[src/rtl/pwm_led_pkg.sv]
// Shared types and constants for the PWM LED pattern controller.
// Imported by pwm_gen and pwm_led_ctrl.
package pwm_led_pkg;

    typedef enum logic [2:0] {
        ST_IDLE,
        ST_FIXED,
        ST_BRE_UP,
        ST_BRE_DN,
        ST_CHASE
    } state_t;

    localparam logic [1:0] MODE_FIXED   = 2'b00;
    localparam logic [1:0] MODE_BREATHE = 2'b01;
    localparam logic [1:0] MODE_CHASE   = 2'b10;
    localparam logic [1:0] MODE_OFF     = 2'b11;

    localparam int DEF_STEP = 16;

    function automatic logic isBreathe(input state_t s);
        return (s == ST_BRE_UP) || (s == ST_BRE_DN);
    endfunction

endpackage

[src/rtl/pwm_gen.sv]
// Free-running PWM counter with a period-boundary duty shadow.
// The shadow only reloads on wrap so a duty change never truncates a period.
module pwm_gen #(
    parameter int PWM_BITS = 8
) (
    input  logic                clk,
    input  logic                reset,
    input  logic [PWM_BITS-1:0] duty,
    input  logic                force_off,
    output logic                pwm,
    output logic [PWM_BITS-1:0] duty_q
);

    logic [PWM_BITS-1:0] cnt;

    always_ff @(posedge clk) begin
        if (reset) begin
            cnt    <= '0;
            duty_q <= '0;
            pwm    <= 1'b0;
        end else begin
            cnt <= cnt + 1'b1;
            if (force_off) begin
                duty_q <= '0;
            end else if (cnt == '1) begin
                duty_q <= duty;
            end
            pwm <= !force_off && (cnt < duty_q);
        end
    end

endmodule

[src/rtl/pwm_led_ctrl.sv]
// Mode FSM (fixed / breathe / chase) driving an LED bank through pwm_gen.
// Breathing ramp and chase position advance on the 1 Hz tick.
module pwm_led_ctrl
    import pwm_led_pkg::*;
#(
    parameter int PWM_BITS = 8,
    parameter int LED_N    = 8,
    parameter int STEP     = DEF_STEP
) (
    input  logic             clk,
    input  logic             reset,
    input  logic             iSTART,
    input  logic [7:0]       iData,
    input  logic             iTick,
    output logic             oPWM,
    output logic [LED_N-1:0] oLED,
    output logic [7:0]       oDuty
);

    localparam logic [8:0] STEP9 = 9'(STEP);

    state_t              state;
    state_t              target;
    logic [8:0]          bDuty;
    logic [LED_N-1:0]    pos;
    logic [1:0]          mode;
    logic [8:0]          ceil9;
    logic [PWM_BITS-1:0] duty;
    logic [PWM_BITS-1:0] dutyQ;
    logic                forceOff;

    assign mode  = iData[7:6];
    assign ceil9 = {1'b0, iData[5:0], 2'b00};

    // Breathing keeps its current direction while the mode stays breathe.
    always_comb begin
        target = ST_IDLE;
        if (iSTART) begin
            case (mode)
                MODE_FIXED:   target = ST_FIXED;
                MODE_BREATHE: target = isBreathe(state) ? state : ST_BRE_UP;
                MODE_CHASE:   target = ST_CHASE;
                default:      target = ST_IDLE;
            endcase
        end
    end

    // A group change takes priority over a tick landing in the same cycle.
    always_ff @(posedge clk) begin
        if (reset) begin
            state <= ST_IDLE;
            bDuty <= '0;
            pos   <= LED_N'(1);
        end else if (target != state) begin
            state <= target;
            bDuty <= '0;
            pos   <= LED_N'(1);
        end else if (iTick) begin
            case (state)
                ST_BRE_UP: begin
                    if (bDuty + STEP9 >= ceil9) begin
                        bDuty <= ceil9;
                        state <= ST_BRE_DN;
                    end else begin
                        bDuty <= bDuty + STEP9;
                    end
                end
                ST_BRE_DN: begin
                    if (bDuty > ceil9) begin
                        bDuty <= ceil9;
                    end else if (bDuty <= STEP9) begin
                        bDuty <= '0;
                        state <= ST_BRE_UP;
                    end else begin
                        bDuty <= bDuty - STEP9;
                    end
                end
                ST_CHASE: begin
                    pos <= {pos[LED_N-2:0], pos[LED_N-1]};
                end
                default: ;
            endcase
        end
    end

    always_comb begin
        duty = '0;
        case (state)
            ST_FIXED,
            ST_CHASE:  duty = PWM_BITS'(ceil9[7:0]);
            ST_BRE_UP,
            ST_BRE_DN: duty = PWM_BITS'(bDuty[7:0]);
            default:   duty = '0;
        endcase
    end

    assign forceOff = (state == ST_IDLE);

    pwm_gen #(
        .PWM_BITS(PWM_BITS)
    ) uGen (
        .clk      (clk),
        .reset    (reset),
        .duty     (duty),
        .force_off(forceOff),
        .pwm      (oPWM),
        .duty_q   (dutyQ)
    );

    assign oDuty = 8'(dutyQ);

    always_comb begin
        oLED = '0;
        case (state)
            ST_FIXED,
            ST_BRE_UP,
            ST_BRE_DN: oLED = {LED_N{oPWM}};
            ST_CHASE:  oLED = pos & {LED_N{oPWM}};
            default:   oLED = '0;
        endcase
    end

endmodule

[config.mk]
export PLATFORM = sky130hd
export DESIGN_NAME = pwm_led_ctrl
export DESIGN_NICKNAME = d
export VERILOG_FILES = /design/src/rtl/pwm_led_pkg.sv /design/src/rtl/pwm_gen.sv /design/src/rtl/pwm_led_ctrl.sv
export SDC_FILE = /design/constraint.sdc
export NUM_CORES = 1
export LEC_CHECK = 0
export ABC_AREA = 0
export ABC_CLOCK_PERIOD_IN_PS = 2940
export BUFFER_PORTS_ARGS = -buffer_cell sky130_fd_sc_hd__clkbuf_2
export CORE_MARGIN = 2
export CORE_UTILIZATION = 45
export CTS_CLUSTER_DIAMETER = 40
export DETAILED_ROUTE_END_ITERATION = 8
export PLACE_DENSITY_LB_ADDON = 0.05
export SYNTH_ARGS = -nofsm -noshare
export SYNTH_HDL_FRONTEND = slang
export SYNTH_SLANG_ARGS = --single-unit
[constraint.sdc]
create_clock -name clk -period 2.94 [get_ports clk]
set_clock_uncertainty 0.1 [all_clocks]
set_input_delay 0.147 -clock clk [delete_from_list [all_inputs] [get_ports clk]]
set_output_delay 0.147 -clock clk [all_outputs]
set_load 0.005 [all_outputs]
==> Word level (Yosys, flattened, before mapping) <==
Cells that the tools add are included.
{ "totals": {"ramBits": 0, "n_memories": 0, "out_inout_bits": 17, "rom_bits": 0, "latch_bits": 0, "register_bits": 37, "input_bits": 12} }
{ "classes": {"n_mux": 15, "shift": 0, "addsub": 3, "magnitude_cmp": 4, "n_div": 0, "n_reduce_logical": 16, "bitwise": 1, "mul": 0, "n_eq_ne": 11} }
{ "ops": {"columns": ["operator", "count"], "rows": [
  ["$pmux 8 s2", 2],
  ["$mux 9", 3],
  ["$mux 3", 7],
  ["$pmux 9 s2", 1],
  ["$add 9x5->9 const B", 1],
  ["$ge 9x8->1", 1],
  ["$gt 9x8->1", 1],
  ["$le 9x5->1 const B", 1],
  ["$pmux 3 s3", 1],
  ["$sub 9x5->9 const B", 1],
  ["$add 8x1->8 const B", 1],
  ["$and 8x8->8", 1],
  ["$eq 8x8->1 const B", 1],
  ["$lt 8x8->1", 1],
  ["$reduce_or 2->1", 4],
  ["$eq 3x2->1 const B", 2],
  ["$ne 3x1->1 const B", 2],
  ["$pmux 3 s2", 1],
  ["$reduce_and 5->1", 1],
  ["$reduce_and 2->1", 2],
  ["$reduce_bool 2->1", 2],
  ["$eq 3x1->1 const B", 1],
  ["$eq 3x3->1 const B", 1],
  ["$logic_not 3->1", 1],
  ["10 further kinds", 10]
]} }

==> Logic depth before layout (Yosys ltp) <==
Gate-level depths: netlist (run 1).
{ "depth": {"word_depth": 8, "depth_mapped": 9} }

==> Cells and area by module <==
From an unflattened synthesis (run 1), not the netlist that was laid out.
{ "hier_totals": {"hier_cells": 308, "hier_area_um2": 2432.3} }
{ "by_module_without_submodules": {"columns": ["mod", "n_inst", "area_each_um2", "cells_per_inst", "seq_area_each_um2"], "rows": [
  ["pwm_led_ctrl", 1, 1566.5, 207, 360.3],
  ["pwm_gen", 1, 865.8, 101, 340.3]
]} }

==> Least setup slack after synthesis (run 1) <==
No wires, ideal clock.
{ "synth_path": {"kind": "reg-to-reg", "start": "register bDuty[4]", "end": "register bDuty[6]", "setup_slack_ps": 621, "required_time_ps": 2721, "synth_period_minus_slack_ps": 2319, "stages_incl_launch_ff": 10, "t_arrival_ps": 2100, "n_path_buf": 0, "setup_ps": 119, "cell_sequence": "dfxtp_1 > ha_1 > xor2_1 > ha_1 > a21o_1 > a221oi_2 > o21ai_2 > a21oi_4 > a32oi_1 > o221a_2"} }
{ "synth_via": {"elab_chain_len": 4, "word_cells_on_any_way": 9, "classes_between": "add/sub (2); order compare (3); mux (4)"} }
{ "synth_rtl": {"columns": ["item", "line_no", "text"], "rows": [
  ["start, declared", "pwm_led_ctrl.sv:24", "logic [8:0] bDuty;"],
  ["start signal, assigned", "pwm_led_ctrl.sv:62", "bDuty <= ceil9;"],
  ["start signal, assigned", "pwm_led_ctrl.sv:65", "bDuty <= bDuty + STEP9;"],
  ["start signal, assigned", "pwm_led_ctrl.sv:70", "bDuty <= ceil9;"],
  ["$add 9x5->9 (tied with other cells)", "pwm_led_ctrl.sv:61, pwm_led_ctrl.sv:65", null],
  ["$ge 9x8->1 / $mux 9 (equally long branches)", "pwm_led_ctrl.sv:61, pwm_led_ctrl.sv:71", null],
  ["$mux 9 (on tied branches)", "pwm_led_ctrl.sv:61, pwm_led_ctrl.sv:69", null],
  ["$pmux 9 s2 *", "pwm_led_ctrl.sv:59", "case (state)"]
]} }
Every way passes the cells marked *; elsewhere a longest branch is shown, timed or not.
A chain may end at the register's enable or synchronous reset.

==> Worst setup path after layout (run 1) <==
Ends and elaborated chain as after synthesis.

==> reports/qor.yml, run 1 <==
outcome: "completed"
antenna_found_initial: 0
rrSetupSlack_ns: 0.28
slew_headroom_pct: 62.9
clockBufferDepth: 2
setup_violations: 0
wire_per_inst_um: 14.0
cts_tree: "built"
hold-path-cell-count: 3
ys_seq_area_share_pct: 28.2
fin_cells: 400
p_per_area_mw_per_mm2: 358
synth_seq_cells: 34
irDropWorstVdd_mv: 0.307
dpl.cell_count: 392
r2r_start: "bDuty[4]"
yosysWarnings: 0
syn2layout_area_growth_pct: 11.7
insertion_delay_ns: 0.28
critPathLaunchType: "register"
hold_viol: 0
grt_max_degree: 16
dieArea_mm2: 0.00597
track_usage_pct: 20.1
place.gp.congestion: 0.914
antenna_left: 0
post_cts_buffers: 0
endpoint_kind: "register"
synth_largest_area_cell: "dfxtp_1"
hold_end: "bDuty[2]"
leakagePower_uw: 0.00106
nFillCells: 533
total_power_uw: 967
die_h_um: 77.3
max_cap_viol_count: 0
rows: 26
synth_most_common_cell: "dfxtp_1"
antenna_cells: 0
regArea_um2: 681
synthesis.nets: 334
drtIter0Drc: 86
finalCritPeriodShare_pct: 90.4
dp_hpwl_mm: 4.31
ys_types: 61
drive_gt1_share_pct: 19.4
netlist_area_mm2: 0.00242
hp-class: "in2reg"
core_mm2: 0.00514
synth_area_leaders: "dfxtp_1, ha_1, a21oi_1, nor2_1, nand2_1"
tns_ns: 0
critPathMaxFanout: 8
ios: 29
min_period_ns: 2.66
synth_flop_cell: "dfxtp_1"
synth_cells: 301
fin_util_pct: 52.6
nNetsFinal: 362
dr.pass1.iters: 4
via_per_inst: 5.48
grt_pass1_vias: 2003
async_flop_share_pct: 0
cts_hold_buf: 0
vias: 2193
hold_start: "iData[0]"
cts_num_sinks: 34
worst_pin_slew_ns: 0.555
rsz0062_at_grt: "false"
crit_type: "reg2reg"
fp.dieW_um: 77.3
fin_ws_ns: 0.281
pre_cts_ws_ns: 0.347
synth_edf_count: 0
synthTopCellsByCount: "dfxtp_1, nor2_1, a21oi_1, nand2_1"
cts_buffers: 5
clk_pin_slew_ns: 0.07
grt-ovfl-total: 0
ctsHtreeMaxLevel: 2
cts-root-buf: "clkbuf_8"
multi_input_area_mm2: 0.00157
rr_worst_depth: 9
slew_viol_final: 0
synth_top_area_share_pct: 28.2
grt_pass1_wl_mm: 9.76
worst_ep_arrival_time_ns: 2.73
port_buffers: 28
routed_wirelength_mm: 5.59
crit_required_ns: 3.01
initial_core_util_pct: 47.0
r2r_end: "bDuty[6]"
max_freq_mhz: 376
avgSynthCellArea_um2: 8.03
drc_errors: 0
cts_resized: 0
==> cells by family after synthesis <==
| logic type | count (synthesis) | share of synthesized area [%] |
|---|---|---|
| AND/OR/NAND/NOR | 120 | 25.6 |
| AO/OA/AOI/OAI | 84 | 26.2 |
| buffers and inverters | 36 | 7.04 |
| flip-flops | 34 | 28.2 |
| adder cells (fa/ha/maj) | 21 | 10.9 |
| XOR/XNOR | 6 | 2.17 |
==> metrics by stage <==
stage | hold slack (ns) | cell area (µm²)
finish | 0.0721 | 2700
global route | 0.0666 | 2700
CTS | 0.0602 | 2700
detailed placement | 0.358 | 2610
global placement | 0.353 | 2610
floorplan | 0.119 | 2420
==> worst max-delay path, stage by stage, from the launching register on <==
cell and delay [ns]:
dfxtp_1 0.48, ha_1 0.32, xor2_1 0.20, ha_1 0.27, a21o_1 0.19, a221oi_2 0.23
o21ai_2 0.15, o311ai_0 0.35, a21oi_1 0.12, o221a_2 0.13
==> per-layer routing <==
layer  vias up  routed length (µm)  track usage (%)
li1       1140                   -                -
met1       996                2920             28.7
met2        55                2350             30.3
met3         2                 283             4.00
met4         0                  27             6.07
met5         -                   0                0
==> state kept, by name, summed over array words and instances, names as in the netlist <==
| register | cells |
|---|---|
| uGen.pwm | 1 |
| state | 3 |
| bDuty | 7 |
| uGen.cnt | 8 |
| pos | 8 |
| uGen.duty_q | 7 |
==> where the power goes <==
group	leakage, µW	total [µW]	switching (µW)	internal, µW
sequential	0.000275	480	12.8	467
clock	0.0000482	357	168	189
combinational	0.000735	130	78.2	52.0
total	0.00106	967	259	708
==> how the worst max path moves through the flow <==
stage	endpoint	cells past startpoint	start
2_1_floorplan	bDuty[6]	9	bDuty[4]
3_3_place_gp	bDuty[6]	9	bDuty[4]
3_5_place_dp	bDuty[6]	9	bDuty[4]
4_1_cts	bDuty[6]	9	bDuty[4]
5_1_grt	bDuty[6]	9	bDuty[4]
6_report	bDuty[6]	9	bDuty[4]
==> placed cells by master, fill, tap and decap left out, types with 6 or more instances in the layout <==
master    count
a211oi_1      9
a21oi_1      28
a22oi_1       6
buf_4         7
clkbuf_2     28
clkbuf_8      6
dfxtp_1      34
ha_1         21
inv_1        21
nand2_1      28
nand3_1      11
nor2_1       32
nor2b_1      11
nor3_1        7
o21ai_0       8
==> cell type report <==
cell class	instances	area share, %
multi-input combinational	231	58.0
sequential	34	25.2
clock buffer	7	3.20
clock inverter	1	0.185
inverter	22	3.06
tap	70	3.24
timing repair buffer	35	7.13
No activity file was read; power rests on OpenSTA's default activity.
==> run 2, diff against run 1 <==
==> constraint.sdc (replaced) <==
create_clock -name clk -period 2.94 [get_ports clk]
set_clock_uncertainty 0.1 [all_clocks]
set_input_delay 0.588 -clock clk [delete_from_list [all_inputs] [get_ports clk]]
set_output_delay 0.588 -clock clk [all_outputs]
set_load 0.005 [all_outputs]
==> reports/qor.yml, run 2 (same netlist as run 1, synthesis figures left out) <==
p_per_area_mw_per_mm2: 359  # was 358 mW/mm²
nNetsFinal: 361  # was 362
worst_ep_arrival_time_ns: 2.80  # was 2.73 ns
p_int_uw: 707  # was 708 µW
clk_pin_slew_ns: 0.07  # about the same
whs_ns: 0.371  # was 0.0721 ns
tns_ns: 0  # unchanged
max_cap_viol_count: 0  # unchanged
hold_viol: 0  # unchanged
outcome: "completed"  # unchanged
drc_errors: 0  # unchanged
fp.dieW_um: 77.3  # unchanged
rsz0062_at_grt: "false"  # unchanged
syn2layout_area_growth_pct: 11.6  # was 11.7%
post_cts_buffers: 0  # unchanged
nFillCells: 525  # was 533
antenna_left: 0  # unchanged
ios: 29  # unchanged
cts_num_sinks: 34  # unchanged
clockBufferDepth: 2  # unchanged
min_period_ns: 2.72  # was 2.66 ns
ctsHtreeMaxLevel: 2  # unchanged
drive_gt1_share_pct: 19.5  # was 19.4%
cts_buffers: 5  # unchanged
dr.pass1.iters: 4  # unchanged
top_regs: "pos (8), uGen.cnt (8)"  # unchanged
endpoint_kind: "register"  # unchanged
slew_headroom_pct: 52.3  # was 62.9%
layout_commonest_cell: "dfxtp_1"  # unchanged
place.gp.congestion: 0.949  # was 0.914
core_mm2: 0.00514  # unchanged
finalCritPeriodShare_pct: 92.7  # was 90.4%
met2WireLength_mm: 2.48  # was 2.35 mm
track_usage_pct: 20.8  # was 20.1%
clkPwrFrac_pct: 36.9  # about the same
antenna_found_initial: 0  # unchanged
comb_power_share_pct: 13.8  # was 13.5%
cts_tree: "built"  # unchanged
grt_max_degree: 16  # unchanged
cts-root-buf: "clkbuf_8"  # unchanged
crit_required_ns: 3.01  # about the same
cts_resized: 0  # unchanged
initial_core_util_pct: 47.0  # unchanged
grt_pass1_wl_mm: 10.0  # was 9.76 mm
port_buffers: 28  # unchanged
final_cell_mix: "dfxtp_1, nor2_1, a21oi_1, nand2_1, clkbuf_2"  # unchanged
hp-class: "reg2reg"  # was in2reg
crit_type: "reg2reg"  # unchanged
swShare_pct: 27.0  # was 26.8%
via_per_inst: 5.55  # was 5.48
irDropWorstVdd_mv: 0.269  # was 0.307 mV
insertion_delay_ns: 0.28  # about the same
dp_hpwl_mm: 4.32  # was 4.31 mm
switchingPower_uw: 262  # was 259 µW
vias: 2215  # was 2193
grt-ovfl-total: 0  # unchanged
max_freq_mhz: 367  # was 376 MHz
leakagePower_uw: 0.00105  # was 0.00106 µW
rows: 26  # unchanged
drt-met1-wl_mm: 2.86  # was 2.92 mm
worst_pin_slew_ns: 0.712  # was 0.555 ns
slew_viol_final: 0  # unchanged
die_h_um: 77.3  # unchanged
critPathMaxFanout: 7  # was 8
setup_violations: 0  # unchanged
critPathLaunchType: "register"  # unchanged
dr_wl_met3_um: 329  # was 283 µm
drtIter0Drc: 108  # was 86
top_layer_used: "met4"  # unchanged
fin_cells: 399  # was 400
wire_per_inst_um: 14.5  # was 14.0 µm
cts_hold_buf: 0  # unchanged
seq_power_share_pct: 49.3  # was 49.6%
antenna_cells: 0  # unchanged
grt_pass1_vias: 1993  # was 2003
routed_wirelength_mm: 5.78  # was 5.59 mm
dpl.cell_count: 391  # was 392
dieArea_mm2: 0.00597  # unchanged
==> run 2: cell types whose count changed in the layout (fill, tap and decap cells not counted), sizes merged <==
cell      delta
buf          -1
clkbuf       -1
clkinvlp     +1
==> run 2: layout make-up <==
type | instances | area (µm²) | area share [%]
Inverter | 22 | 82.6 | 3.06
Timing Repair Buffer | 34 | 185 | 6.86
Tap cell | 70 | 87.6 | 3.25
Multi-Input combinational cell | 231 | 1570 | 58.1
Clock inverter | 2 | 12.5 | 0.464
Clock buffer | 6 | 82.6 | 3.06
Sequential cell | 34 | 681 | 25.2
==> run 2: worst paths after layout <==
check | from | to | slack [ns] | cells after the start
worst max register to register | bDuty[5] | bDuty[6] | 0.22 | 9
worst max-delay path | bDuty[5] | bDuty[6] | 0.22 | 9
worst min register to register | pos[4] | pos[5] | 0.37 | 2
worst min-delay path | pos[4] | pos[5] | 0.37 | 2
==> run 2: worst max-delay path, stage by stage (launching register included) <==
cell and delay (ns):
dfxtp_1 0.54, ha_1 0.35, xor2_1 0.17, ha_1 0.26, a21o_1 0.19, a221oi_2 0.27
o21ai_2 0.16, a21oi_4 0.20, a32oi_1 0.13, o221a_2 0.25
==> run 2: stage by stage <==
step           setup WS (ns)  instance area, µm²  utilization [%]  power [µW]
2_1_floorplan          0.621                2420                -         578
3_3_place_gp           0.276                2600             50.6         621
3_5_place_dp           0.269                2600             50.6         621
4_1_cts                0.241                2700             52.5         980
5_1_grt               0.0571                2700             52.5        1030
6_report               0.215                2700             52.5         969
==> run 2: layer usage <==
metal  up-vias  track usage [%]
met5         -                0
met4         0             6.25
met3         8             4.24
met2        73             30.9
met1       998             30.3
li1       1136                -
==> run 2: power by group through the flow <==
stage | clock network (µW) | logic [µW] | registers (µW)
2_1_floorplan | 0 | 94.8 | 483
3_3_place_gp | 0 | 133 | 488
3_5_place_dp | 0 | 133 | 488
4_1_cts | 369 | 133 | 477
5_1_grt | 399 | 152 | 479
6_report | 358 | 134 | 478
==> run 3, diff against run 2 <==
- CAP_MARGIN: default -> 30
- CORE_MARGIN: 2 -> default
==> reports/qor.yml, run 3 (same netlist as run 1, synthesis figures left out) <==
outcome: "completed"  # unchanged
grt_pass1_wl_mm: 9.65  # was 10.0 mm
r2r_start: "bDuty[4]"  # was bDuty[5]
tns_ns: 0  # unchanged
grt_max_degree: 16  # unchanged
crit_type: "reg2out"  # was reg2reg
cts_tree: "built"  # unchanged
wire_per_inst_um: 14.7  # was 14.5 µm
ios: 29  # unchanged
final_cell_mix: "nor2_1, dfxtp_1, a21oi_1, nand2_1, clkbuf_2"  # was dfxtp_1, nor2_1, a21oi_1, nand2_1, clkbuf_2
drive_gt1_share_pct: 19.8  # was 19.5%
crit_start: "state[1]"  # was bDuty[5]
cts-root-buf: "clkbuf_8"  # unchanged
antenna_found_initial: 0  # unchanged
via_per_inst: 5.51  # was 5.55
max_cap_viol_count: 0  # unchanged
critPathLaunchType: "register"  # unchanged
top_regs: "pos (8), uGen.cnt (8)"  # unchanged
leakagePower_uw: 0.00106  # was 0.00105 µW
vias: 2199  # was 2215
drc_errors: 0  # unchanged
routed_wirelength_mm: 5.88  # was 5.78 mm
cts_buffers: 5  # unchanged
fin_ws_ns: 0.291  # was 0.215 ns
dieArea_mm2: 0.00567  # was 0.00597 mm²
hold_viol: 0  # unchanged
die_h_um: 75.3  # was 77.3 µm
place.gp.congestion: 0.918  # was 0.949
initial_core_util_pct: 47.0  # unchanged
slew_headroom_pct: 52.5  # was 52.3%
core_mm2: 0.00514  # unchanged
clockBufferDepth: 2  # unchanged
cts_num_sinks: 34  # unchanged
clk_pin_slew_ns: 0.07  # about the same
ctsHtreeMaxLevel: 2  # unchanged
worst_ep_arrival_time_ns: 1.96  # was 2.80 ns
endpoint_kind: "output pin"  # was register
antenna_left: 0  # unchanged
cts_hold_buf: 0  # unchanged
worst_pin_slew_ns: 0.708  # was 0.712 ns
fp.dieW_um: 75.3  # was 77.3 µm
pre_cts_ws_ns: 0.229  # was 0.269 ns
hold_start: "pos[5]"  # was pos[4]
grt_pass1_vias: 2016  # was 1993
min_period_ns: 2.65  # was 2.72 ns
rows: 26  # unchanged
critPathMaxFanout: 15  # was 7
fin_util_pct: 52.5  # about the same
track_usage_pct: 22.6  # was 20.8%
slew_viol_final: 0  # unchanged
dr.pass1.iters: 4  # unchanged
hp-class: "reg2reg"  # unchanged
max_freq_mhz: 377  # was 367 MHz
syn2layout_area_growth_pct: 11.5  # was 11.6%
nNetsFinal: 361  # unchanged
port_buffers: 28  # unchanged
antenna_cells: 0  # unchanged
insertion_delay_ns: 0.28  # about the same
crit_required_ns: 2.25  # was 3.01 ns
setup_violations: 0  # unchanged
p_per_area_mw_per_mm2: 361  # was 359 mW/mm²
irDropWorstVdd_mv: 0.289  # was 0.269 mV
finalCritPeriodShare_pct: 90.1  # was 92.7%
drtIter0Drc: 86  # was 108
dp_hpwl_mm: 4.40  # was 4.32 mm
rsz0062_at_grt: "false"  # unchanged
grt-ovfl-total: 0  # unchanged
==> run 3: final cells by class <==
type                       count  area (µm²)
multi-input combinational    231        1570
fill                         522        2440
inverter                      22        82.6
sequential                    34         683
timing repair buffer          34         185
clock buffer                   7        86.3
tap                           70        87.6
clock inverter                 1        5.00
==> run 3: final timing paths <==
path,to,slack [ns],depth (start not counted)
worst max-delay path,oLED[1],0.29,5
worst min-delay path,pos[6],0.37,2
worst max register to register,bDuty[6],0.31,9
worst min register to register,pos[6],0.37,2
==> run 3: routing by layer <==
metal,part of all wire [%],global-route usage [%]
met5,0,0
met4,1.4,7.20
met3,4.4,4.50
met2,44,34.1
met1,50,32.3
==> run 3: stage by stage <==
stage | cell area (µm²) | hold slack [ns] | std cells | power (µW)
after global routing | 2700 | 0.395 | 399 | 1020
after global placement | 2600 | 0.346 | 391 | 621
after CTS | 2690 | 0.371 | 399 | 987
after floorplan | 2420 | 0.327 | 301 | 578
after detailed placement | 2600 | 0.351 | 391 | 621
final | 2700 | 0.370 | 399 | 974
==> run 3: power by group <==
part / total (µW) / switching (µW) / internal [µW] / leakage, µW
clock network: 362 / 173 / 189 / 0.0000482
registers: 479 / 11.4 / 467 / 0.000276
logic: 133 / 81.0 / 51.9 / 0.000731
total: 974 / 266 / 708 / 0.00106
==> run 3: worst max-delay path, stage by stage (launching register included) <==
cell	delay [ns]
dfxtp_1	0.71
nor2_1	0.13
nor2_1	0.49
a21oi_1	0.09
nor2b_1	0.13
clkbuf_2	0.12
==> run 3: timing repair <==
action,CTS,global route
buffers inserted,0,0
gates resized for setup,0,2
endpoints found under the setup margin,0,1
